===== src/rtl/mem_port_arbiter.sv =====
// Shares one memory port between fetch and the memory stage, data first.
// Optional watchdog built when ARB_TIMEOUT_EN is defined.
module mem_port_arbiter #(
    parameter int unsigned AW             = 32,
    parameter int unsigned DW             = 32,
    parameter int unsigned TIMEOUT_CYCLES = 255
) (
    input  logic          clock,
    input  logic          reset,
    input  logic          i_req,
    input  logic [AW-1:0] i_addr,
    output logic [DW-1:0] i_rdata,
    output logic          i_valid,
    input  logic          d_req,
    input  logic          d_we,
    input  logic [AW-1:0] d_addr,
    input  logic [DW-1:0] d_wdata,
    output logic [DW-1:0] d_rdata,
    output logic          d_valid,
    output logic          stall_f,
    output logic          stall_m,
    output logic          mem_req,
    output logic          mem_we,
    output logic [AW-1:0] mem_addr,
    output logic [DW-1:0] mem_wdata,
    input  logic [DW-1:0] mem_rdata,
    input  logic          mem_ready,
    output logic          bus_err
);

    localparam logic [1:0] IDLE   = 2'd0;
    localparam logic [1:0] BUSY_D = 2'd1;
    localparam logic [1:0] BUSY_I = 2'd2;

    logic [1:0]    state_q, state_d;
    logic          mem_req_q, mem_req_d;
    logic          mem_we_q, mem_we_d;
    logic [AW-1:0] mem_addr_q, mem_addr_d;
    logic [DW-1:0] mem_wdata_q, mem_wdata_d;
    logic [DW-1:0] i_rdata_q, i_rdata_d;
    logic [DW-1:0] d_rdata_q, d_rdata_d;
    logic          i_valid_q, i_valid_d;
    logic          d_valid_q, d_valid_d;
    logic          finish;
    logic          expired;
    logic [DW-1:0] resp;

`ifdef ARB_TIMEOUT_EN
    localparam logic [7:0] TIMEOUT_LIM = 8'(TIMEOUT_CYCLES);

    logic [7:0] cnt_q, cnt_d;
    logic       bus_err_q, bus_err_d;

    always_ff @(posedge clock or posedge reset) begin
        if (reset) begin
            cnt_q     <= '0;
            bus_err_q <= 1'b0;
        end else begin
            cnt_q     <= cnt_d;
            bus_err_q <= bus_err_d;
        end
    end

    assign bus_err = bus_err_q;
`else
    // The watchdog limit only matters when the watchdog is built.
    logic unused_timeout;
    assign unused_timeout = ^8'(TIMEOUT_CYCLES);
    assign bus_err        = 1'b0;
`endif

    always_comb begin
        state_d     = state_q;
        mem_req_d   = mem_req_q;
        mem_we_d    = mem_we_q;
        mem_addr_d  = mem_addr_q;
        mem_wdata_d = mem_wdata_q;
        i_rdata_d   = i_rdata_q;
        d_rdata_d   = d_rdata_q;
        i_valid_d   = 1'b0;
        d_valid_d   = 1'b0;
        finish      = 1'b0;
        expired     = 1'b0;
        resp        = '0;
`ifdef ARB_TIMEOUT_EN
        cnt_d       = '0;
        bus_err_d   = bus_err_q;
`endif
        case (state_q)
            IDLE: begin
                // A requester whose valid is showing this cycle is not regranted.
                if (d_req && !d_valid_q) begin
                    state_d     = BUSY_D;
                    mem_req_d   = 1'b1;
                    mem_we_d    = d_we;
                    mem_addr_d  = d_addr;
                    mem_wdata_d = d_wdata;
                end else if (i_req && !i_valid_q) begin
                    state_d    = BUSY_I;
                    mem_req_d  = 1'b1;
                    mem_we_d   = 1'b0;
                    mem_addr_d = i_addr;
                end
            end
            BUSY_D, BUSY_I: begin
                if (mem_ready) begin
                    finish = 1'b1;
                end
`ifdef ARB_TIMEOUT_EN
                else if (cnt_q == TIMEOUT_LIM - 8'd1) begin
                    finish  = 1'b1;
                    expired = 1'b1;
                end else begin
                    cnt_d = cnt_q + 8'd1;
                end
`endif
                resp = (mem_we_q || expired) ? '0 : mem_rdata;
                if (finish) begin
                    state_d   = IDLE;
                    mem_req_d = 1'b0;
                    mem_we_d  = 1'b0;
                    if (state_q == BUSY_D) begin
                        d_valid_d = 1'b1;
                        d_rdata_d = resp;
                    end else begin
                        i_valid_d = 1'b1;
                        i_rdata_d = resp;
                    end
                end
            end
            default: state_d = IDLE;
        endcase
`ifdef ARB_TIMEOUT_EN
        bus_err_d = bus_err_q | expired;
`endif
    end

    always_ff @(posedge clock or posedge reset) begin
        if (reset) begin
            state_q     <= IDLE;
            mem_req_q   <= 1'b0;
            mem_we_q    <= 1'b0;
            mem_addr_q  <= '0;
            mem_wdata_q <= '0;
            i_rdata_q   <= '0;
            d_rdata_q   <= '0;
            i_valid_q   <= 1'b0;
            d_valid_q   <= 1'b0;
        end else begin
            state_q     <= state_d;
            mem_req_q   <= mem_req_d;
            mem_we_q    <= mem_we_d;
            mem_addr_q  <= mem_addr_d;
            mem_wdata_q <= mem_wdata_d;
            i_rdata_q   <= i_rdata_d;
            d_rdata_q   <= d_rdata_d;
            i_valid_q   <= i_valid_d;
            d_valid_q   <= d_valid_d;
        end
    end

    assign mem_req   = mem_req_q;
    assign mem_we    = mem_we_q;
    assign mem_addr  = mem_addr_q;
    assign mem_wdata = mem_wdata_q;
    assign i_rdata   = i_rdata_q;
    assign d_rdata   = d_rdata_q;
    assign i_valid   = i_valid_q;
    assign d_valid   = d_valid_q;
    // Stalls come straight from req/valid, never from mem_ready.
    assign stall_f   = i_req & ~i_valid_q;
    assign stall_m   = d_req & ~d_valid_q;

endmodule

===== config.mk =====
export PLATFORM = sky130hd
export DESIGN_NAME = mem_port_arbiter
export DESIGN_NICKNAME = d
export VERILOG_FILES = /design/src/rtl/mem_port_arbiter.sv
export SDC_FILE = /design/constraint.sdc
export NUM_CORES = 1
export LEC_CHECK = 0
export BUFFER_PORTS_ARGS = -buffer_cell sky130_fd_sc_hd__buf_4
export CORE_MARGIN = 1
export CORE_UTILIZATION = 50
export DETAILED_ROUTE_END_ITERATION = 10
export GPL_TIMING_DRIVEN = 0
export PLACE_DENSITY = 0.83
export SYNTH_ARGS = -nofsm -noshare
export SYNTH_HDL_FRONTEND = slang
export SYNTH_SLANG_ARGS = --single-unit

===== constraint.sdc =====
create_clock -name clock -period 12 [get_ports clock]
set_input_delay 1.2 -clock clock [delete_from_list [all_inputs] [get_ports clock]]
set_output_delay 1.2 -clock clock [all_outputs]
set_load 0.1 [all_outputs]

Word level (Yosys, flattened, before mapping)
Index checks and enable logic that the tools add are counted.
Widths: inputs -> output; s select.
{"block": "word_totals", "ff_bits": 134, "latchBits": 0, "mem_bits_rw": 0, "romBits": 0, "input_bits": 134, "output_inout_bits": 135, "wordCells": 54, "memories": 0}
{"block": "op_classes", "addsub": 0, "multipliers": 0, "n_div": 0, "n_lt_le_gt_ge": 0, "eq_ne": 4, "shifts": 0, "mux": 22, "n_bitwise": 5, "reduce_logical": 14}
{"op": "$mux 32", "count": 3}
{"op": "$mux 1", "count": 13}
{"op": "$reduce_and 3->1", "count": 3}
{"op": "$mux 2", "count": 3}
{"op": "$reduce_and 2->1", "count": 3}
{"op": "$pmux 1 s2", "count": 2}
{"op": "$pmux 2 s2", "count": 1}
{"op": "$reduce_bool 2->1", "count": 2}
{"op": "$ne 3x3->1 const B", "count": 1}
{"op": "$not 1->1", "count": 3}
{"op": "$and 1x1->1", "count": 2}
{"op": "$eq 2x1->1 const B", "count": 1}
{"op": "$eq 2x2->1 const B", "count": 1}
{"op": "$logic_and 1x1->1", "count": 2}
{"op": "$logic_not 1->1", "count": 2}
{"op": "$logic_not 2->1", "count": 1}
{"op": "$ne 2x2->1 const B", "count": 1}
{"op": "$reduce_or 2->1", "count": 1}

Logic depth before layout (Yosys ltp)
Gate-level depths: netlist (run 1).
{"block": "logic_depth", "ltp_word": 5, "mapped_depth": 7, "depth_no_buf": 5}

Worst setup path after synthesis (run 1)
Ideal clock, no wire load.
{"block": "synth_timing", "path_kind": "input port to output port", "startpoint": "input i_req", "endpoint": "output stall_f", "t_arrival_ns": 1.978, "required_time_ns": 10.800, "path_slack_ns": 8.822, "path_stages": 2, "n_path_buf": 0, "cell_sequence": "nand2b_1 > inv_1"}
{"block": "synth_between", "elab_chain_len": 1}
{"element": "from (decl)", "line_no": "10", "source": "input logic i_req,"}
{"element": "$and 1x1->1", "line_no": "171", "source": "assign stall_f = i_req & ~i_valid_q;"}
{"element": "to (decl)", "line_no": "20", "source": "output logic stall_f,"}
No other way between the ends.

Worst setup path in the final report (run 1)
Ends and elaborated chain as after synthesis.

==> out/qor.txt, run 1 <==
Overall Global Routing Usage: 27.0%
Min Tclk post-route: 3.09 ns
Multi-input combinational cell area: 2150 um^2
Mapped Area: 5760 um^2
CTS clk-pin slew, worst paths: 0.05 ns
Status: finished clean
Combinational family with the most area after synthesis: multiplexers
Residual DRC: 0
Syn_area_per_cell: 12.8 um^2
Max Clock Freq: 323 MHz
H-tree depth: 4
Via count: 4637
Register area: 3350 um^2
Antenna diodes: 0
Synth Warn #: 0
Netlist cell types: 32
Worst EP arrival: 1.89 ns
Finish-stage setup viols: 0
Pre-antenna DRT Iters: 5
Commonest cells after routing, fill and taps aside: 268 x buf_4, 134 x dfrtp_1, 97 x nand2_1
Routed len/inst: 18.3 um
Post-Syn Nets: 588
Relative slew slack: 59.6%
Number of setup buffers added after CTS: 0
Antenna violations before repair: 0
Die Y: 109 um
Nets: 875
Tcrit/Tclk final: 25.8%
RSZ-0062 raised after global routing: no
Commonest non-fill, non-tap cell in the layout: buf_4
Core ar.: 11000 um^2
Final TNS setup: 0 ns
Worst hold path type: reg2reg
Max-Cap Viols: 0
CP startpoint kind: input port
Yosys top cell by area: dfrtp_1
Worst-Skew Late Latency: 0.41 ns
Die Area: 11900 um^2
CTS resizes: 0
Area fraction in compound gates after synthesis: 7.00%
Main area contributors after synthesis: dfrtp_1 58%, mux2_4 14%, mux2_2 7.6%
Area Growth Syn to Fin: 49.6%
Worst-Margin Slew: 0.606 ns
Synth Area in XOR/XNOR: 0%
Boundary Pins: 269
Synthesized instance count: 451
Required @ worst endpoint: 10.80 ns
Estimated wirelength of the detail-placed design: 11.8 mm
Total clock buffers created by CTS: 17
Simple-gate share of the synthesized area: 7.24%
Setup CP Type: in2out
Layout cell share with drive strength beyond 1: 54.6%
Post-Route WL: 16.3 mm
CTS tree: yes
Die X: 109 um
Vias per cell: 5.20
Initial core utilization: 52.2%
Clock Root Buffer: clkbuf_16
Clock sink count: 134
FF+latch count, synth: 134
Synth Area in Adders: 0.652%
Num rows: 38
Setup crit end kind: output pin
Post-synthesis sequential area ratio: 58.2%
Final ANT Viol Nets: 0
Vias in the first global route: 4724
Skew final: 0.00750 ns
Multiplexer area fraction after synthesis: 22.5%
Gr ovfl total: 0
Clk buf depth: 2
Yosys top cell area share: 58.2%
First-pass GRT wire length: 23.9 mm
First DRT Iteration DRCs: 199
Pin count of the biggest net entering global routing: 71
RePlAce Congestion: 0.774
Largest fanout on the critical path: 6
IO buf count: 267
FILL cells: 703
Hold Violations, Final: 0
CTS Hold Bufs: 0
Slew Viols, Final: 0
-- metrics by stage --
stage               hold slack [ns]  setup slack [ns]  instances  cell area [um^2]  utilization, %
floorplan                     0.480              7.22        451              5760               -
global placement              0.465              5.98        858              7940            72.0
detailed placement            0.473              8.91        859              7970            72.3
CTS                           0.486              8.91        891              8610            78.1
global route                  0.504              8.89        891              8610            78.1
finish                        0.485              8.91        891              8610            78.1
-- cells by family (layout without fill, tap and decap cells) --
logic type / count (synthesis) / count (layout)
AND/OR/NAND/NOR: 104 / 104
other: 1 / 1
buffers and inverters: 37 / 337
flip-flops: 134 / 134
multiplexers: 97 / 97
adder cells (fa/ha/maj): 3 / 3
AO/OA/AOI/OAI: 75 / 75
-- flip-flops by register name (all words and copies together), names as in the netlist --
register,flops
d_rdata,32
i_rdata,32
mem_addr,32
mem_wdata,32
state_q,2
d_valid,1
i_valid,1
mem_req,1
mem_we,1
-- synth_stat cells --
| library cell | instances |
|---|---|
| o21ba_2 | 1 |
| nand2_2 | 1 |
| nor2b_1 | 1 |
| buf_1 | 2 |
| mux2_2 | 39 |
| o21ai_0 | 67 |
| mux2i_1 | 1 |
| nand3b_1 | 1 |
| buf_2 | 2 |
| ha_1 | 3 |
| a21oi_1 | 2 |
| a21boi_0 | 1 |
| mux2_4 | 54 |
| a41oi_1 | 1 |
| inv_1 | 7 |
| buf_12 | 3 |
| nand2b_4 | 1 |
| nand4b_1 | 1 |
| a21boi_4 | 1 |
| nor2_1 | 1 |
| dfrtp_1 | 134 |
| conb_1 | 1 |
| nand2b_1 | 1 |
| inv_2 | 1 |
| buf_4 | 1 |
| buf_6 | 6 |
| a31oi_1 | 1 |
| nand2_1 | 97 |
| o22ai_1 | 1 |
| clkbuf_1 | 14 |
| buf_8 | 1 |
| mux2_1 | 3 |
-- critical path: stages --
cell	delay [ns]
buf_4	0.11
nand2b_1	0.24
inv_1	0.09
buf_4	0.24
-- layer usage --
layer | vias up | track usage [%] | part of all wire [%]
li1 | 2098 | - | -
met1 | 2283 | 30.1 | 37
met2 | 220 | 47.5 | 52
met3 | 36 | 8.30 | 7.8
met4 | 0 | 11.7 | 3.2
met5 | - | 0 | 0
-- layout make-up --
type | instances | area share, %
inverters | 8 | 0.407
flip-flops and latches | 134 | 38.9
clock buffers | 24 | 5.82
well taps | 140 | 2.03
repair buffers | 268 | 23.6
plain buffers | 29 | 2.56
clock inverters | 8 | 1.66
multi-input cells | 280 | 25.0
-- path summary, 6_finish.rpt --
check	start	end	slack, ns	cells after the start
setup / recovery	i_req	stall_f	8.91	4
hold / removal	d_rdata[16]	d_rdata[16]	0.49	2
setup reg to reg	state_q[0]	i_rdata[28]	10.11	7
hold reg to reg	d_rdata[16]	d_rdata[16]	0.49	2
max in group asynchronous	reset	mem_wdata[26]	10.37	3
min in group asynchronous	reset	mem_addr[23]	0.88	2
Power of run 1 is left out: the tool's default activity adds up to more than one toggle a clock period on the data nets, which glitch-free logic cannot reach.
==> run 2: changes to the inputs <==
--- a/config.mk
+++ b/config.mk
@@ -5,12 +5,13 @@
 export SDC_FILE = /design/constraint.sdc
 export NUM_CORES = 1
 export LEC_CHECK = 0
+export ABC_AREA = 1
 export BUFFER_PORTS_ARGS = -buffer_cell sky130_fd_sc_hd__buf_4
 export CORE_MARGIN = 1
-export CORE_UTILIZATION = 50
+export CORE_UTILIZATION = 47
 export DETAILED_ROUTE_END_ITERATION = 10
 export GPL_TIMING_DRIVEN = 0
-export PLACE_DENSITY = 0.83
+export PLACE_DENSITY = 0.78
 export SYNTH_ARGS = -nofsm -noshare
 export SYNTH_HDL_FRONTEND = slang
 export SYNTH_SLANG_ARGS = --single-unit
==> constraint.sdc (replaced) <==
create_clock -name clock -period 3.2 [get_ports clock]
set_input_delay 0.32 -clock clock [delete_from_list [all_inputs] [get_ports clock]]
set_output_delay 0.32 -clock clock [all_outputs]
set_load 0.1 [all_outputs]
==> run 2 against run 1 <==
  * Sequential cell count unchanged
  * Core utilization decreased by 7.7 points
  * Setup slack got worse by 7.9 ns
  * Clock skew increased by 0.00070 ns
  * Area after synthesis increased by 4.7%
  * Critical path depth increased by 2
  * Global-route usage increased by 0.082 points
  * Synthesized cell count increased by 69%
  * Routed wire length increased by 7.0%
  * Register-to-register slack got worse by 8.5 ns
  * First-iteration DRC count increased by 77%
  * Sequential share of layout area decreased by 1.0 points
==> out/qor.txt, run 2 <==
First-pass GRT wire length: 27.3 mm (+14%)
Fin cells: 1236 (+39%)
Placed Instances: 1204 (+40%)
Synthesized instance count: 762 (+69%)
Worst hold path type: in2async
Tcrit/Tclk final: 68.9%
Boundary Pins: 269 (unchanged)
Status: finished clean
Final Util: 70.4% (-7.7 points)
CTS tree: yes
Relative slew slack: 54.6% (-4.9 points)
Number of setup buffers added after CTS: 0 (unchanged)
IO buf count: 267 (unchanged)
Antenna violations before repair: 0 (unchanged)
Pre-antenna DRT Iters: 4 (-1)
Vias in the first global route: 5405 (+14%)
Finish-stage setup viols: 0 (unchanged)
Setup CP Type: reg2out
Slowest cell on the critical path: dfrtp_1
Most common cell in the netlist: nand2_1
Clock Root Buffer: clkbuf_16
Vias per cell: 4.62 (-11%)
Netlist cell types: 18 (-44%)
Syn_area_per_cell: 7.91 um^2 (-38%)
Skew final: 0.00820 ns (+0.000695 ns)
Die Area: 13300 um^2 (+11%)
Antenna diodes: 0 (unchanged)
Die X: 115 um (+5.5%)
Num rows: 41 (+7.9%)
H-tree depth: 4 (unchanged)
DRT met1 WL: 7.37 mm (+21%)
Worst-Margin Slew: 0.679 ns (+0.0727 ns)
Initial core utilization: 48.0% (-4.2 points)
FF+latch count, synth: 134 (unchanged)
Max Clock Freq: 454 MHz
Total clock buffers created by CTS: 17 (unchanged)
Post-synth ARST share: 100% (unchanged)
CTS clk-pin slew, worst paths: 0.06 ns (about the same)
Ys flop type: dfrtp_1
Mapped Area: 6030 um^2 (+4.7%)
Critical Path Start: d_valid
Final ANT Viol Nets: 0 (unchanged)
Post-Syn Nets: 899 (+53%)
CTS resizes: 0 (unchanged)
Commonest cells after routing, fill and taps aside: 400 x nand2_1, 272 x buf_4, 134 x dfrtp_1
Via count: 5708 (+23%)
Synth Warn #: 0 (unchanged)
Core ar.: 12600 um^2 (+14%)
Commonest cells post-synth: 400 x nand2_1, 134 x dfrtp_1, 72 x inv_1, 36 x nand3_1, 36 x nor2_1
Worst EP arrival: 1.88 ns (about the same)
Post-synthesis sequential area ratio: 55.6% (-2.6 points)
Final TNS setup: 0 ns (unchanged)
Yosys top cell area share: 55.6% (-2.6 points)
CTS Hold Bufs: 0 (unchanged)
Clk buf depth: 2 (unchanged)
CP startpoint kind: flip-flop
Die Y: 115 um (+5.5%)
Clock sink count: 134 (unchanged)
Worst hold slack: 0.0164 ns (-0.469 ns)
First DRT Iteration DRCs: 353 (+77%)
Met3 WL: 1.27 mm (-0.31%)
Most frequent CP cell: buf_4
FILL cells: 1065 (+51%)
Commonest non-fill, non-tap cell in the layout: nand2_1
Residual DRC: 0 (unchanged)
Pin count of the biggest net entering global routing: 42 (-41%)
Hold Violations, Final: 0 (unchanged)
Overall Global Routing Usage: 27.1% (+0.082 points)
Largest fanout on the critical path: 10 (+4)
Gr ovfl total: 0 (unchanged)
Layout cell share with drive strength beyond 1: 34.8% (-20 points)
Nets: 1188 (+36%)
CP max stage delay: 0.39 ns (+0.15 ns)
Main area contributors after synthesis: dfrtp_1 56%, nand2_1 25%, inv_1 4.5%
Yosys top cell by area: dfrtp_1
RePlAce Congestion: 0.785 (+1.4%)
Worst-Skew Late Latency: 0.41 ns (about the same)
Required @ worst endpoint: 2.88 ns (-7.92 ns)
Post-Route WL: 17.4 mm (+7.0%)
Max-Cap Viols: 0 (unchanged)
Area Growth Syn to Fin: 46.8%
Slew Viols, Final: 0 (unchanged)
Metal2 WL: 8.49 mm (+1.1%)
Setup crit end kind: output pin
Estimated wirelength of the detail-placed design: 13.2 mm (+12%)
Min Tclk post-route: 2.20 ns
Post-synth EDFFs: 0 (unchanged)
Top routing layer in use: met4
RSZ-0062 raised after global routing: no
CP cell instances: inv_1 -> nand2_2 -> inv_2 -> buf_4 -> buf_4 -> buf_4
R2r startpoint: state_q[0]
Routed len/inst: 14.1 um (-23%)
[run 2: critical path, delay by kind of cell, from the launching register on]
| family | cells | cell delay, ns |
|---|---|---|
| buffers and inverters | 5 | 0.91 |
| DFF | 1 | 0.39 |
| and+or+nand+nor | 1 | 0.17 |
[run 2: path summary, 6_finish.rpt]
kind | cells after the start | slack, ns | to
max | 6 | 1.0 | stall_m
min | 2 | 0.02 | mem_wdata[15]
max reg2reg | 7 | 1.56 | i_rdata[11]
min reg2reg | 2 | 0.47 | mem_wdata[9]
max in group asynchronous | 4 | 2.29 | d_rdata[11]
min in group clock | 3 | 0.14 | mem_wdata[4]
[run 2: cell type report]
type,instances,area [um^2],share of cell area (%)
tap,172,215,2.43
clock inverter,12,81.3,0.919
sequential,134,3350,37.9
multi-input combinational,512,2150,24.3
clock buffer,20,457,5.16
buffer,41,248,2.80
inverter,75,285,3.22
timing repair buffer,270,2060,23.3
[run 2: cells by family after synthesis]
family,after synthesis,share of synthesized area (%)
AO/OA/AOI/OAI,32,4.34
adder cells (fa/ha/maj),3,0.622
buffers and inverters,116,8.78
flip-flops,134,55.6
other,1,0.0622
AND/OR/NAND/NOR,476,30.6
[run 2: layer usage]
metal	GRT usage (%)	up-vias
met4	10.2	0
met2	44.5	204
met5	0	-
met3	8.17	19
met1	33.7	2638
li1	-	2847
[run 2: per-stage QoR]
stage          setup slack [ns]  instance area [um^2]
2_1_floorplan              1.21                  6030
3_3_place_gp              0.336                  8250
3_5_place_dp               1.41                  8310
4_1_cts                   0.971                  8850
5_1_grt                   0.889                  8850
6_report                  0.995                  8850
Power of run 2 is left out for the same reason.
==> run 3: changes to the inputs <==
--- a/config.mk
+++ b/config.mk
@@ -8,10 +8,10 @@
 export ABC_AREA = 1
 export BUFFER_PORTS_ARGS = -buffer_cell sky130_fd_sc_hd__buf_4
 export CORE_MARGIN = 1
-export CORE_UTILIZATION = 47
+export CORE_UTILIZATION = 43
 export DETAILED_ROUTE_END_ITERATION = 10
 export GPL_TIMING_DRIVEN = 0
-export PLACE_DENSITY = 0.78
+export PLACE_DENSITY = 0.75
 export SYNTH_ARGS = -nofsm -noshare
 export SYNTH_HDL_FRONTEND = slang
 export SYNTH_SLANG_ARGS = --single-unit
==> constraint.sdc (replaced) <==
create_clock -name clock -period 1.79 [get_ports clock]
set_input_delay 0.179 -clock clock [delete_from_list [all_inputs] [get_ports clock]]
set_output_delay 0.179 -clock clock [all_outputs]
set_load 0.1 [all_outputs]
==> run 3 against run 2 <==
  * Die area grew 9.1%
  * Final area grew 2.7%
  * Count of clock-buffer cells in the layout shrank 1
  * Setup slack lost 0.92 ns
  * Clock skew grew 0.0079 ns
  * Sequential cell count is the same
  * Core utilization shrank 2.9 points
  * Routed wire length grew 2.7%
  * Via count grew 1.1%
  * Sequential share of layout area shrank 0.99 points
  * First-iteration DRC count shrank 2.5%
  * Hold slack lost 0.0068 ns
==> out/qor.txt, run 3 (synthesized netlist as in run 2, its figures left out) <==
Final ANT Viol Nets: 0 (unchanged)
Pre-antenna DRT Iters: 5 (+1)
Pin count of the biggest net entering global routing: 42 (unchanged)
Critical Path Start: d_valid
Boundary Pins: 269 (unchanged)
Worst hold path type: in2reg
CTS clk-pin slew, worst paths: 0.06 ns (about the same)
Slew Viols, Final: 0 (unchanged)
Worst hold slack: 0.00962 ns (-0.00679 ns)
FF-to-FF path depth: 7 (unchanged)
Max-Cap Viols: 0 (unchanged)
Via count: 5773 (+1.1%)
H-tree depth: 4 (unchanged)
Num rows: 42 (+2.4%)
First-pass GRT wire length: 28.6 mm (+4.7%)
CP startpoint kind: flip-flop
Antenna diodes: 0 (unchanged)
RePlAce Congestion: 0.821 (+4.6%)
Gr ovfl total: 0 (unchanged)
R2r startpoint: state_q[0]
Worst Hold End: mem_wdata[16]
Layout cell share with drive strength beyond 1: 34.4% (-0.39 points)
Min Tclk post-route: 1.71 ns
Clock Root Buffer: clkbuf_16
RSZ-0062 raised after global routing: no
Hold Violations, Final: 0 (unchanged)
Overall Global Routing Usage: 25.6% (-1.4 points)
Finish-stage setup viols: 0 (unchanged)
Initial core utilization: 44.8% (-3.2 points)
Residual DRC: 0 (unchanged)
Commonest cells after routing, fill and taps aside: 400 x nand2_1, 269 x buf_4, 134 x dfrtp_1
Max Clock Freq: 584 MHz
Die Y: 120 um (+4.5%)
Relative slew slack: 53.9% (-0.78 points)
Post-Route WL: 17.9 mm (+2.7%)
First DRT Iteration DRCs: 344 (-2.5%)
Final TNS setup: 0 ns (unchanged)
Multi-input combinational cell area: 2150 um^2 (+0.23%)
Worst EP arrival: 1.53 ns (-0.35 ns)
Fin cells: 1252 (+1.3%)
Vias in the first global route: 5703 (+5.5%)
Hold Crit Depth: 3
Required @ worst endpoint: 1.61 ns (-1.27 ns)
Area Growth Syn to Fin: 50.7%
Total clock buffers created by CTS: 17 (unchanged)
IO buf count: 267 (unchanged)
Hold path startpoint: d_wdata[16]
Vias per cell: 4.61 (-0.15%)
Register area: 3350 um^2 (unchanged)
Number of setup buffers added after CTS: 0 (unchanged)
Core ar.: 13500 um^2 (+7.0%)
Status: finished clean
Skew final: 0.0161 ns (+0.00786 ns)
Commonest non-fill, non-tap cell in the layout: nand2_1
Die Area: 14500 um^2 (+9.1%)
R2r setup slk: 0.18 ns (-1.38 ns)
Final Util: 67.6% (-2.9 points)
Largest fanout on the critical path: 19 (+9)
Estimated wirelength of the detail-placed design: 13.4 mm (+1.3%)
Tcrit/Tclk final: 95.7%
Worst-Skew Late Latency: 0.41 ns (about the same)
Antenna violations before repair: 0 (unchanged)
Die X: 120 um (+4.5%)
Clk buf depth: 2 (unchanged)
Nets: 1201 (+1.1%)
Placed Instances: 1208 (+0.33%)
FF-to-FF End: i_rdata[18]
Routed len/inst: 14.3 um (+1.3%)
FILL cells: 1160 (+8.9%)
CTS tree: yes
Setup CP Type: reg2out
Setup crit end kind: output pin
Worst-Margin Slew: 0.691 ns (+0.0116 ns)
Clock sink count: 134 (unchanged)
[run 3: cell types whose count changed in the layout (fill, tap and decap cells not counted), moves of 2 or more]
cell and change:
buf_12 +2, buf_4 -3, bufinv_16 +3, clkinv_2 -2
dlygate4sd3_1 +14
[run 3: worst max-delay path, cell delays in order, from the launching register on]
cell	delay [ns]
dfrtp_1	0.39
inv_1	0.10
nand2_4	0.12
inv_2	0.15
buf_12	0.18
buf_12	0.18
[run 3: routing by layer]
layer | wire, um | GRT usage, % | vias to the layer above
li1 | - | - | 2879
met1 | 7330 | 31.4 | 2658
met2 | 8690 | 43.2 | 215
met3 | 1560 | 7.97 | 21
met4 | 293 | 7.64 | 0
met5 | 0 | 0 | -
[run 3: worst max-delay path by stage]
stage and end:
5_1_grt i_rdata[29], 2_1_floorplan mem_wdata[4], 6_report stall_m, 4_1_cts stall_m
3_3_place_gp mem_addr[7], 3_5_place_dp stall_m
[run 3: stage by stage]
step,worst slack (ns),area [um^2]
after floorplan,-0.125,6030
after global placement,-0.929,8260
after detailed placement,0.119,8320
after CTS,0.0271,9080
after global routing,0.00126,9090
final,0.0767,9090
[run 3: timing repair]
action | 4_1_cts | 5_1_grt
hold buffers | 14 | 0
gates cloned | 0 | 0
hold endpoints to repair | 40 | 0
gates resized for setup | 5 | 3
pin swaps | 0 | 0
setup endpoints to repair | 1 | 2
[run 3: area by class of cell]
cell class | count | area share, %
Sequential cell | 134 | 36.9
Buffer | 40 | 2.79
Inverter | 75 | 3.14
Tap cell | 176 | 2.42
Clock inverter | 12 | 1.69
Clock buffer | 19 | 4.98
Timing Repair Buffer | 284 | 24.4
Multi-Input combinational cell | 512 | 23.7
Power of run 3 is left out for the same reason.
